**src/rtl/alu_cmd_sequencer.sv**
```systemverilog
// Command sequencer for the accumulator ALU: queues commands, issues one per cycle, returns reported results.
// Results appear two cycles after issue; report issue is throttled by result-FIFO credits.

module seq_fifo #(
   parameter int WIDTH = 8,
   parameter int DEPTH = 4
) (
   input  logic             clk,
   input  logic             rstb,
   input  logic             push,
   input  logic [WIDTH-1:0] din,
   input  logic             pop,
   output logic [WIDTH-1:0] dout,
   output logic             full,
   output logic             empty
);
   localparam int AW = $clog2(DEPTH);
   localparam logic [AW:0] FULL_CNT = (AW+1)'(DEPTH);

   logic [WIDTH-1:0] mem [DEPTH];
   logic [AW-1:0]    wr_ptr;
   logic [AW-1:0]    rd_ptr;
   logic [AW:0]      cnt;
   logic             push_ok;
   logic             pop_ok;

   assign push_ok = push && !full;
   assign pop_ok  = pop && !empty;
   assign full    = (cnt == FULL_CNT);
   assign empty   = (cnt == '0);
   assign dout    = mem[rd_ptr];

   // Storage is cleared on reset so the head reads zero while empty.
   always_ff @(posedge clk or negedge rstb) begin
      if (!rstb) begin
         for (int i = 0; i < DEPTH; i++) mem[i] <= '0;
         wr_ptr <= '0;
         rd_ptr <= '0;
         cnt    <= '0;
      end else begin
         if (push_ok) begin
            mem[wr_ptr] <= din;
            wr_ptr      <= wr_ptr + 1'b1;
         end
         if (pop_ok) rd_ptr <= rd_ptr + 1'b1;
         cnt <= cnt + {{AW{1'b0}}, push_ok} - {{AW{1'b0}}, pop_ok};
      end
   end
endmodule

module alu_cmd_sequencer #(
   parameter int CMD_DEPTH = 4,
   parameter int RES_DEPTH = 2
) (
   input  logic        clk,
   input  logic        rstb,
   input  logic        cmd_valid,
   output logic        cmd_ready,
   input  logic [3:0]  cmd_opcode,
   input  logic [15:0] cmd_operand,
   input  logic        cmd_report,
   output logic [3:0]  alu_opcode,
   output logic [15:0] alu_operand,
   input  logic [31:0] alu_result,
   input  logic        alu_carry,
   output logic        res_valid,
   input  logic        res_ready,
   output logic [31:0] res_data,
   output logic        res_carry,
   output logic        err_illegal,
   output logic        idle
);
   localparam int CW = $clog2(RES_DEPTH + 1);
   localparam logic [CW-1:0] CREDIT_MAX = CW'(RES_DEPTH);

   typedef struct packed {
      logic        report;
      logic [3:0]  opcode;
      logic [15:0] operand;
   } cmd_t;

   cmd_t          cmd_in;
   cmd_t          head;
   logic          cmd_full;
   logic          cmd_empty;
   logic          cmd_push;
   logic          cmd_pop;
   logic          head_illegal;
   logic          issue_rpt;
   logic [CW-1:0] credits;
   logic          rpt_d1;
   logic          rpt_d2;
   logic          issued_plain;
   logic          res_full;
   logic          res_empty;
   logic          res_pop;
   logic [32:0]   res_head;

   assign cmd_in    = '{report: cmd_report, opcode: cmd_opcode, operand: cmd_operand};
   assign cmd_ready = !cmd_full;
   assign cmd_push  = cmd_valid && cmd_ready;

   seq_fifo #(.WIDTH($bits(cmd_t)), .DEPTH(CMD_DEPTH)) u_cmd_fifo (
      .clk   (clk),
      .rstb  (rstb),
      .push  (cmd_push),
      .din   (cmd_in),
      .pop   (cmd_pop),
      .dout  (head),
      .full  (cmd_full),
      .empty (cmd_empty)
   );

   // An illegal head never produces a result, so it may drain even when credits are exhausted.
   assign head_illegal = (head.opcode > 4'd12);
   assign cmd_pop      = !cmd_empty && (!head.report || head_illegal || (credits < CREDIT_MAX));
   assign issue_rpt    = cmd_pop && head.report && !head_illegal;
   assign res_pop      = res_valid && res_ready;

   always_ff @(posedge clk or negedge rstb) begin
      if (!rstb) begin
         alu_opcode   <= '0;
         alu_operand  <= '0;
         err_illegal  <= 1'b0;
         credits      <= '0;
         rpt_d1       <= 1'b0;
         rpt_d2       <= 1'b0;
         issued_plain <= 1'b0;
      end else begin
         if (cmd_pop && !head_illegal) begin
            alu_opcode  <= head.opcode;
            alu_operand <= head.operand;
         end else begin
            alu_opcode  <= '0;
            alu_operand <= '0;
         end
         if (cmd_pop && head_illegal) err_illegal <= 1'b1;
         credits      <= credits + {{(CW-1){1'b0}}, issue_rpt} - {{(CW-1){1'b0}}, res_pop};
         rpt_d1       <= issue_rpt;
         rpt_d2       <= rpt_d1;
         issued_plain <= cmd_pop && !head.report && !head_illegal;
      end
   end

   // rpt_d2 lines up with the accumulator value produced by the reported command.
   seq_fifo #(.WIDTH(33), .DEPTH(RES_DEPTH)) u_res_fifo (
      .clk   (clk),
      .rstb  (rstb),
      .push  (rpt_d2),
      .din   ({alu_carry, alu_result}),
      .pop   (res_pop),
      .dout  (res_head),
      .full  (res_full),
      .empty (res_empty)
   );

   assign res_valid            = !res_empty;
   assign {res_carry, res_data} = res_head;
   assign idle = cmd_empty && !rpt_d1 && !rpt_d2 && !issued_plain;

   always @(posedge clk) begin
      if (rstb) assert (!(rpt_d2 && res_full));
   end
endmodule

```
**config.mk**
```make
export PLATFORM = sky130hd
export DESIGN_NAME = alu_cmd_sequencer
export DESIGN_NICKNAME = d
export VERILOG_FILES = /design/src/rtl/alu_cmd_sequencer.sv
export SDC_FILE = /design/constraint.sdc
export NUM_CORES = 1
export LEC_CHECK = 0
export CORE_MARGIN = 3
export CORE_UTILIZATION = 54
export CTS_CLUSTER_SIZE = 25
export DETAILED_ROUTE_END_ITERATION = 10
export PLACE_DENSITY_LB_ADDON = 0.25
export SYNTH_ARGS = -nofsm -noshare
export SYNTH_HDL_FRONTEND = slang
export SYNTH_SLANG_ARGS = --single-unit
```
**constraint.sdc**
```tcl
create_clock -name clk -period 3.75 [get_ports clk]
set_clock_uncertainty 0.15 [all_clocks]
set_input_delay 1.125 -clock clk [delete_from_list [all_inputs] [get_ports clk]]
set_output_delay 1.125 -clock clk [all_outputs]
set_load 0.05 [all_outputs]
```
Word level (Yosys, flattened, before mapping):

Cells that the tools add are included.

* equal/unequal tests: 2
* order comparisons: 8
* add/subtract/negate cells: 10
* reductions and logical operators: 31
* multiplexer cells: 14
* bitwise logic cells: 4

Operators with widths (number)
* $mux 33: 4
* $bwmux 84: 1
* $bwmux 66: 1
* $mux 21: 3
* $bmux 21 s2: 1
* $demux 21 s2: 1
* $demux 33 s1: 1
* $logic_and 1x1->1: 18
* $mux 16: 1
* $logic_not 1->1: 9
* $ge 3x3->1 const B: 2
* $not 2->3: 2
* $add 2x1->2: 2
* $add 2x1->2 const B: 2
* $ge 2x2->1 const B: 2
* $gt 4x4->1 const B: 1
* $mux 4: 1
* $not 1->2: 2
* $sub 2x1->2: 2
* $add 3x1->3: 1
* $eq 3x3->1 const B: 1
* $logic_not 3->1: 1
* $lt 3x1->1 const B: 1
* $sub 3x1->3: 1
* other kinds (6): 8

* output and inout bits: 57
* register bits after elaboration: 187
* logic and storage cells: 88
* input port bits: 58

Longest topological paths before layout:

* depth in word-level cells: 12
* mapped depth: 11
* gate-level depth less buffers: 9

Hierarchy:

Synthesis repeated with hierarchy kept, for this count alone.

* cell total of the unflattened synthesis: 502
* area total of the unflattened synthesis: 8868.5 sq um

Modules (own cells, without submodules)
* seq_fifo at u_cmd_fifo: cells an instance 237, area each 4429.2 sq um, sequential area each 2277.2 sq um, instances 1
* seq_fifo at u_res_fifo: cells an instance 194, area each 3304.4 sq um, sequential area each 1751.7 sq um, instances 1
* alu_cmd_sequencer: cells an instance 71, area each 1134.8 sq um, sequential area each 650.6 sq um, instances 1

Worst setup path before layout:

OpenSTA, ideal clock, no wires.

* kind: register to output
* from: reg u_cmd_fifo.cnt[2]
* to: out idle
* arrival time: 2.288 ns
* required time: 2.475 ns
* buffers on the path: 0
* cell stages (with the launch flop): 3
* slack: 0.187 ns
* cell sequence: dfrtp_1 or3_1 nor4_1

* longest elaborated chain between the ends: 4

RTL lines
* start: declaration: RTL line 23 `logic [AW:0] cnt;`
* start signal: assignment: RTL line 46 `cnt <= cnt + {{AW{1'b0}}, push_ok} - {{AW{1'b0}}, pop_ok};`
* $logic_not 3->1: RTL line 30 `assign empty = (cnt == '0);`
* $logic_and 1x1->1 (3 in a row): RTL line 159 `assign idle = cmd_empty && !rpt_d1 && !rpt_d2 && !issued_plain;`
* end: declaration: RTL line 71 `output logic idle`

Every way passes these cells.

Final worst setup path:

Same ends and word-level chain as after synthesis.

==> results.ini <==
[route]
vias = 4449
drt_iter0_drc = 236
ant_nets = 0
viasPerCell = 5.45
firstDrtPassIters = 4
drt_drc_violations_left = 0
wl_per_cell_um = 18.5
wl_um = 15100

[timing]
drv_slew = 0
max_slew.worst_pin.slew_ps = 984
hold_viol = 0
period_share_pct = 90.6
setup_tns_ps = 0
clock.fmax_mhz = 294
period_needed_ps = 3400
setup_viol = 0
maxSlewHeadroom_pct = 34.2
rsz0062_at_grt = false

[setup_path]
crit_type = register to output pin
critical_path_arrival_ps = 2120
worstReg2RegStart = u_cmd_fifo.rd_ptr[0]
cp_slowest_cell = dlygate4sd2_1
startpoint = u_cmd_fifo.cnt[2]
cp.depth = 3
reg2reg_slack_ps = 670
reg2reg_to = u_cmd_fifo.cnt[2]
start_kind = register
end_kind = output pin
crit_end = idle
critPathMaxFanout = 5
crit_buf_inv = 1
r2r_cells = 9
slowest_delay_ps = 580
worst_ep_required_time_ps = 2470
critical-path-top-delay-family = simple AND/OR/NAND/NOR gates
path_cells = or3_1 > nor4_1 > dlygate4sd2_1

[logic_synthesis]
synth-edff-count = 0
synth-seq-cells = 187
ys_async_sr_fraction_pct = 100
yosys.area.top_type = dfrtp_1
synthTopCellsByArea = dfrtp_1 58%, mux2_2 26%, mux4_2 3.7%
ys.flop_type = dfrtp_1
ys_warn_count = 0
synth_nets = 570
synth_top_cell_area_share_pct = 58.4
synth_cell_types = 32
avgSynthCellArea_um2 = 16.0
syn_inst = 501
ys_seq_area_share_pct = 58.4
synth_area_um2 = 8010

[cells_and_area]
drive_gt1_share_pct = 46.2
antennaDiodeCount = 0
area_delta_synth_final_pct = 23.4
fin_nets = 693

[cts]
clock-sinks = 187
clk_latency_ps = 430
root_buffer = clkbuf_16
cts_tree = built
htreeDepth = 4
cts_hold_buf = 0
clkTransAtPathRegs_ps = 60
cts.path.max_buffers = 2
numCtsBuffers = 17

[placement]
io_buffers = 114
dpl.hpwl_um = 9890
gp_congestion = 0.761

[floorplanning]
die_y_um = 128
die_x_um = 128
ios = 115
fp.coreArea_um2 = 14200
initial_core_util_pct = 56.4
dieArea_um2 = 16300
num_rows = 43

[global_routing]
grt_start_max_net_pins = 93
grt.total_usage_pct = 19.7
antenna_found_initial = 1
grt_pass1_vias = 4921
grt_first_pass_wirelength_um = 24800
overflow = 0

[status]
status = complete, no violations

[run]
maxCapViolations = 0

[hold_path]
hold_path.class = register to register

[worst reg2reg max path: stages (launching register included)]
cell,delay [ps]
dfrtp_1,610
mux4_2,610
o211ai_4,260
a21oi_2,100
ha_1,290
inv_1,40
ha_1,190
fa_1,380
xnor2_1,210
xnor2_1,150
[area by class of cell]
cell class                      instances  area, um2
Inverter                               14       52.6
Sequential cell                       187       4680
Clock buffer                           24        482
Tap cell                              180        225
Timing Repair Buffer                  130       1190
Multi-Input combinational cell        274       3140
Fill cell                             962       4320
Clock inverter                          7        114
[worst min-delay path by stage]
stage	end	start	cells after the start	slack (ps)
2_1_floorplan	rpt_d2	rpt_d1	0	200
3_3_place_gp	rpt_d2	rpt_d1	0	220
3_5_place_dp	rpt_d2	rpt_d1	0	220
4_1_cts	rpt_d2	rpt_d1	0	230
5_1_grt	rpt_d2	rpt_d1	0	250
6_report	rpt_d2	rpt_d1	0	230
[synth_stat cells, types with 2 or more instances]
library cell  instances
dfrtp_1             187
mux2_2              183
buf_2                14
inv_1                14
nor2b_2              14
mux4_2               13
ha_1                 10
nand2_1              10
mux4_1                8
xnor2_1               7
buf_1                 6
nor2_1                6
buf_6                 4
xor2_1                4
nor2b_1               3
clkbuf_1              2
[registers in the layout, summed over array words and instances, names as in the netlist]
signal,flops
u_cmd_fifo.rd_ptr,2
alu_opcode,4
err_illegal,1
credits,2
u_cmd_fifo.cnt,3
u_res_fifo.wr_ptr,1
u_res_fifo.rd_ptr,1
u_res_fifo.mem,66
u_cmd_fifo.wr_ptr,2
issued_plain,1
rpt_d2,1
u_res_fifo.cnt,2
rpt_d1,1
u_cmd_fifo.mem,84
alu_operand,16
[cell families after synthesis]
| kind of cell | after synthesis | share of synthesized area, % |
|---|---|---|
| AOI/OAI and AO/OA | 7 | 0.828 |
| adders and majority gates | 11 | 1.81 |
| DFF | 187 | 58.4 |
| xor gates and xnor gates | 11 | 1.20 |
| and+or+nand+nor | 41 | 3.22 |
| muxes | 204 | 32.0 |
| buffers and inverters | 40 | 2.47 |
[cell usage in the layout (no fill, tap or decap), drive strengths merged, types with 3 or more instances in the layout]
master / count
clkinv: 4
clkbuf: 24
dfrtp: 187
inv: 14
buf: 50
xor2: 4
ha: 10
bufinv: 3
nor2b: 17
clkdlybuf4s50: 79
xnor2: 7
mux2: 183
nand2: 10
mux4: 21
nor2: 6
[per-layer routing]
layer / wire length [um] / track usage [%] / part of all wire, % / up-vias
met1: 6490 / 24.8 / 43 / 2297
met2: 7660 / 33.3 / 51 / 104
met4: 257 / 7.87 / 1.7 / 2
li1: - / - / - / 2023
met3: 679 / 4.21 / 4.5 / 23
met5: 14 / 0 / 0.093 / -
[per-stage QoR]
| stage | instance area, um2 | hold WS (ps) | setup WS [ps] | cells | util, % |
|---|---|---|---|---|---|
| after floorplan | 8010 | 204 | 187 | 501 | - |
| after global placement | 9290 | 223 | 492 | 785 | 65.4 |
| after detailed placement | 9290 | 221 | 477 | 785 | 65.4 |
| after CTS | 9880 | 235 | 307 | 816 | 69.6 |
| after global routing | 9880 | 252 | 197 | 816 | 69.6 |
| final | 9880 | 230 | 354 | 816 | 69.6 |
[what timing repair did]
item | in CTS | in global routing
gates resized for setup | 1 | 0
endpoints found under the setup margin | 1 | 0
buffers inserted | 0 | 0
Power is left out: the tool's default activity adds up to more than one toggle a clock period on the data nets, which glitch-free logic cannot reach.
==> edit 1, RTL diff (config.mk and constraints unchanged) <==
Change the parameter `RES_DEPTH` from 2 to 4.
--- a/src/rtl/alu_cmd_sequencer.sv
+++ b/src/rtl/alu_cmd_sequencer.sv
@@ -50,7 +50,7 @@
 
 module alu_cmd_sequencer #(
    parameter int CMD_DEPTH = 4,
-   parameter int RES_DEPTH = 2
+   parameter int RES_DEPTH = 4
 ) (
    input  logic        clk,
    input  logic        rstb,
Behaviour: not the same (Yosys sat finds a counterexample within 10 cycles, from zero or initial values and one cycle with rstb low).
==> edit 1 against the original RTL <==
Area after synthesis rose by 39%; cell count rose by 32%; setup slack got worse by 0.33 ns; count of clock-buffer cells in the layout rose by 17; highest routed layer unchanged; sequential cell count rose by 70; global-route usage rose by 0.73 points; via count rose by 36%; worst hold slack improved by 0.0039 ns; wire length rose by 46%; cell area rose by 37%; critical path type unchanged.
==> edit 1: results (changes against the original RTL) <==
- Status: completed (unchanged)
- Synth Net Count: 741 (was 570)
- Post-Synthesis Cells: 666 (was 501)
- # nets final: 869 (was 693)
- Largest net degree at the start of global routing: 75 (was 93)
- Slew HR: 0.338 (was 0.342)
- Regs by FF count: u_res_fifo.mem (132), u_cmd_fifo.mem (84), alu_operand (16) (was u_cmd_fifo.mem (84), u_res_fifo.mem (66), alu_operand (16))
- Met2 usage: 0.368 (was 0.333)
- Grt met1 use: 0.260 (was 0.248)
- Layout cell share with drive strength beyond 1: 0.440 (was 0.462)
- Dpl hpwl: 14.3 mm (was 9.89 mm)
- Seq/Total Area, Yosys: 0.578 (was 0.584)
- First-pass GRT wire length: 36.1 mm (was 24.8 mm)
- Htree depth: 1 (was 4)
- CTS buffer count: 26 (was 17)
- Vias in the first global route: 6890 (was 4921)
- Most common library cells after synthesis: 257 x dfrtp_1, 216 x mux2_2, 45 x mux4_2 (was 187 x dfrtp_1, 183 x mux2_2, 14 x buf_2, 14 x inv_1, 14 x nor2b_2)
- Final wirelength: 22.1 mm (was 15.1 mm)
- Clock Tree Buf Depth: 3 (was 2)
- Area contributors post-synth: dfrtp_1 58%, mux2_2 22%, mux4_2 9.1% (was dfrtp_1 58%, mux2_2 26%, mux4_2 3.7%)
- Iteration-0 DRC Markers: 244 (was 236)
- GRT met3 Usage: 0.0339 (was 0.0421)
- Cells after DPL: 1031 (was 785)
- Clk_lat worst skew: 0.52 ns (was 0.43 ns)
- Filler cell count in the final layout: 1332 (was 962)
- Worst Path Arrival: 2.45 ns (was 2.12 ns)
- Pre-CTS setup slack: 0.316 ns (was 0.477 ns)
[edit 1: changes by cell type after synthesis, moves of 4 or more]
cell,delta
dfrtp_1,+70
mux2_2,+33
mux4_2,+32
buf_2,+13
buf_1,-6
inv_1,+6
nor2b_4,+6
nand2_1,+5
ha_1,+4
nor2_2,+4
nor2b_2,-4
[edit 1: kinds of logic after synthesis]
kind of cell    after synthesis  synth area share
compound gates                8           0.00641
fa+ha+maj                    17            0.0211
flops                       257             0.578
simple gates                 46            0.0287
xor+xnor                     12           0.00945
buf+inv                      56            0.0254
mux                         270             0.331
[edit 1: area by class of cell]
cell class,instances,area (um^2),share of cell area
tap,265,332,0.0246
clock inverter,6,30.0,0.00223
multi-input combinational,353,4420,0.328
sequential,257,6430,0.477
inverter,20,75.1,0.00556
timing repair buffer,136,1370,0.102
clock buffer,41,828,0.0614
[edit 1: through the flow]
| step | hold WS (ns) | instance area (um^2) |
|---|---|---|
| floorplan | 0.204 | 11100 |
| global placement | 0.248 | 12600 |
| detailed placement | 0.220 | 12600 |
| CTS | 0.227 | 13500 |
| global route | 0.247 | 13500 |
| finish | 0.234 | 13500 |
[edit 1: power breakdown]
group | total, mW | internal [mW] | switching, mW
Clock | 2.52 | 1.51 | 1.01
Combinational | 7.03 | 3.38 | 3.65
Sequential | 4.95 | 4.21 | 0.737
[edit 1: what timing repair did]
action,in CTS,in global routing
gates cloned,0,0
resized for setup,1,15
endpoints found under the setup margin,1,15
buffers inserted,0,0
hold buffers,0,0
[edit 1: path summary, 6_finish.rpt]
check                                     start                  end  slack (ns)  cells past startpoint
max in group asynchronous                  rstb   u_res_fifo.mem[15]        2.10                      2
min reg2reg                              rpt_d1               rpt_d2        0.23                      0
min in group asynchronous                  rstb  u_res_fifo.mem[106]        0.40                      1
max                           u_cmd_fifo.cnt[2]                 idle        0.03                      3
min                                      rpt_d1               rpt_d2        0.23                      0
max reg2reg                u_cmd_fifo.rd_ptr[0]    u_cmd_fifo.cnt[2]        0.55                      9
[edit 1: per-layer routing]
metal | wire length, um | vias to the layer above
li1 | - | 2663
met1 | 9140 | 3237
met2 | 11600 | 106
met3 | 943 | 34
met4 | 415 | 2
met5 | 10 | -
==> edit 2, RTL diff (same settings) <==
Made on the original files. Reset style: synchronous (`rstb`), changed in 2 clocked blocks.
--- a/src/rtl/alu_cmd_sequencer.sv
+++ b/src/rtl/alu_cmd_sequencer.sv
@@ -31,7 +31,7 @@
    assign dout    = mem[rd_ptr];
 
    // Storage is cleared on reset so the head reads zero while empty.
-   always_ff @(posedge clk or negedge rstb) begin
+   always_ff @(posedge clk) begin
       if (!rstb) begin
          for (int i = 0; i < DEPTH; i++) mem[i] <= '0;
          wr_ptr <= '0;
@@ -117,7 +117,7 @@
    assign issue_rpt    = cmd_pop && head.report && !head_illegal;
    assign res_pop      = res_valid && res_ready;
 
-   always_ff @(posedge clk or negedge rstb) begin
+   always_ff @(posedge clk) begin
       if (!rstb) begin
          alu_opcode   <= '0;
          alu_operand  <= '0;
Function: differs if rstb is asserted again (counterexample within 4 cycles, from zero or initial values and one cycle with rstb low); with rstb held inactive, the same outputs for 4 cycles.
==> edit 2 against the original RTL <==
Area after synthesis decreased by 0.31%; wire length rose by 5.6%; sequential cell count grew 3; cell area grew 4.0%; setup slack got worse by 0.21 ns; synthesized cell count rose by 7.6%; largest cell class unchanged.
==> edit 2: results (changes against the original RTL) <==
- Top cell family by delay on the critical path: buffers and inverters (was simple AND/OR/NAND/NOR gates)
- Vias in the first global route: 4851 (was 4921)
- WL/cell: 18.8 um (was 18.5 um)
- Clk_lat worst skew: 0.42 ns
- First-pass GRT wire length: 25.0 mm (was 24.8 mm)
- Most common library cells after synthesis: 150 x edfxtp_1, 121 x and2_1, 44 x and3_1 (was 187 x dfrtp_1, 183 x mux2_2, 14 x buf_2, 14 x inv_1, 14 x nor2b_2)
- Seq/Total Area, Yosys: 0.665 (was 0.584)
- Via density per instance: 5.48 (was 5.45)
- Worst Path Arrival: 2.33 ns (was 2.12 ns)
- Placed inst area: 9690 um^2 (was 9290 um^2)
- Initial antenna violation count: 0 (was 1)
- Met2 usage: 0.353 (was 0.333)
- Largest net degree at the start of global routing: 64 (was 93)
- Synth cell types: 35 (was 32)
- Crit-path max cell delay: 0.85 ns (was 0.58 ns)
- Layout cell share with drive strength beyond 1: 0.211 (was 0.462)
- Slew @ Worst Pin: 1.10 ns (was 0.984 ns)
- GRT met3 Usage: 0.0406 (was 0.0421)
- Iteration-0 DRC Markers: 366 (was 236)
- Post_cts resized: 0 (was 1)
- Worst path slowest cell: clkdlybuf4s50_1 (was dlygate4sd2_1)
- # nets final: 720 (was 693)
- GRT Util Overall: 0.201 (was 0.197)
- Status: completed (unchanged)
- Final Wtd Congestion: 0.758 (was 0.761)
- Top_reg_cell synth: edfxtp_1 (was dfrtp_1)
- Post-synth EDFFs: 150 (was 0)
- Synth Net Count: 604 (was 570)
- Dpl hpwl: 10.2 mm (was 9.89 mm)
- Area contributors post-synth: edfxtp_1 56%, dfxtp_1 10%, and2_1 9.5% (was dfrtp_1 58%, mux2_2 26%, mux4_2 3.7%)
- Grt met1 use: 0.249 (was 0.248)
- Asr flop ratio synth: 0 (was 1.00)
==> edit 2: stage by stage <==
stage / power [mW] / worst slack (ns) / util / hold slack (ns) / std cells
floorplan: 4.35 / 0.209 / - / 0.286 / 539
global placement: 5.23 / 0.575 / 0.685 / 0.298 / 816
detailed placement: 5.31 / 0.418 / 0.685 / 0.304 / 816
CTS: 7.09 / 0.132 / 0.726 / 0.321 / 848
global route: 7.32 / 0.0268 / 0.726 / 0.352 / 848
finish: 7.04 / 0.148 / 0.726 / 0.319 / 848
==> edit 2: path summary, 6_finish.rpt <==
path	startpoint	endpoint	slack (ns)	cells after the start
hold reg to reg	rpt_d1	rpt_d2	0.32	1
hold / removal	rpt_d1	rpt_d2	0.32	1
setup reg to reg	register	u_cmd_fifo.cnt[2]	0.44	12
setup / recovery	u_cmd_fifo.cnt[1]	idle	0.15	3
==> edit 2: cell type report <==
type	count	area, um^2
clock inverter	9	109
timing repair buffer	130	1590
clock buffer	23	479
multi-input combinational	299	2500
inverter	17	63.8
sequential	190	5310
tap	180	225
fill	910	3870
==> edit 2: layer usage <==
layer,wire length (um),up-vias
met5,0,-
li1,-,2159
met3,920,14
met4,191,0
met1,6410,2321
met2,8430,155
==> edit 2: cells by family after synthesis <==
group / share of synthesized area
mux: 0.107
buf+inv: 0.0268
flops: 0.665
fa+ha+maj: 0.0119
simple gates: 0.166
compound gates: 0.0127
xor+xnor: 0.0110
==> edit 2: report_power, final <==
group          total, mW  internal [mW]  switching, mW
sequential          2.74           2.59          0.150
combinational       2.51           1.12           1.39
clock               1.79           1.04          0.744
total               7.04           4.75           2.29
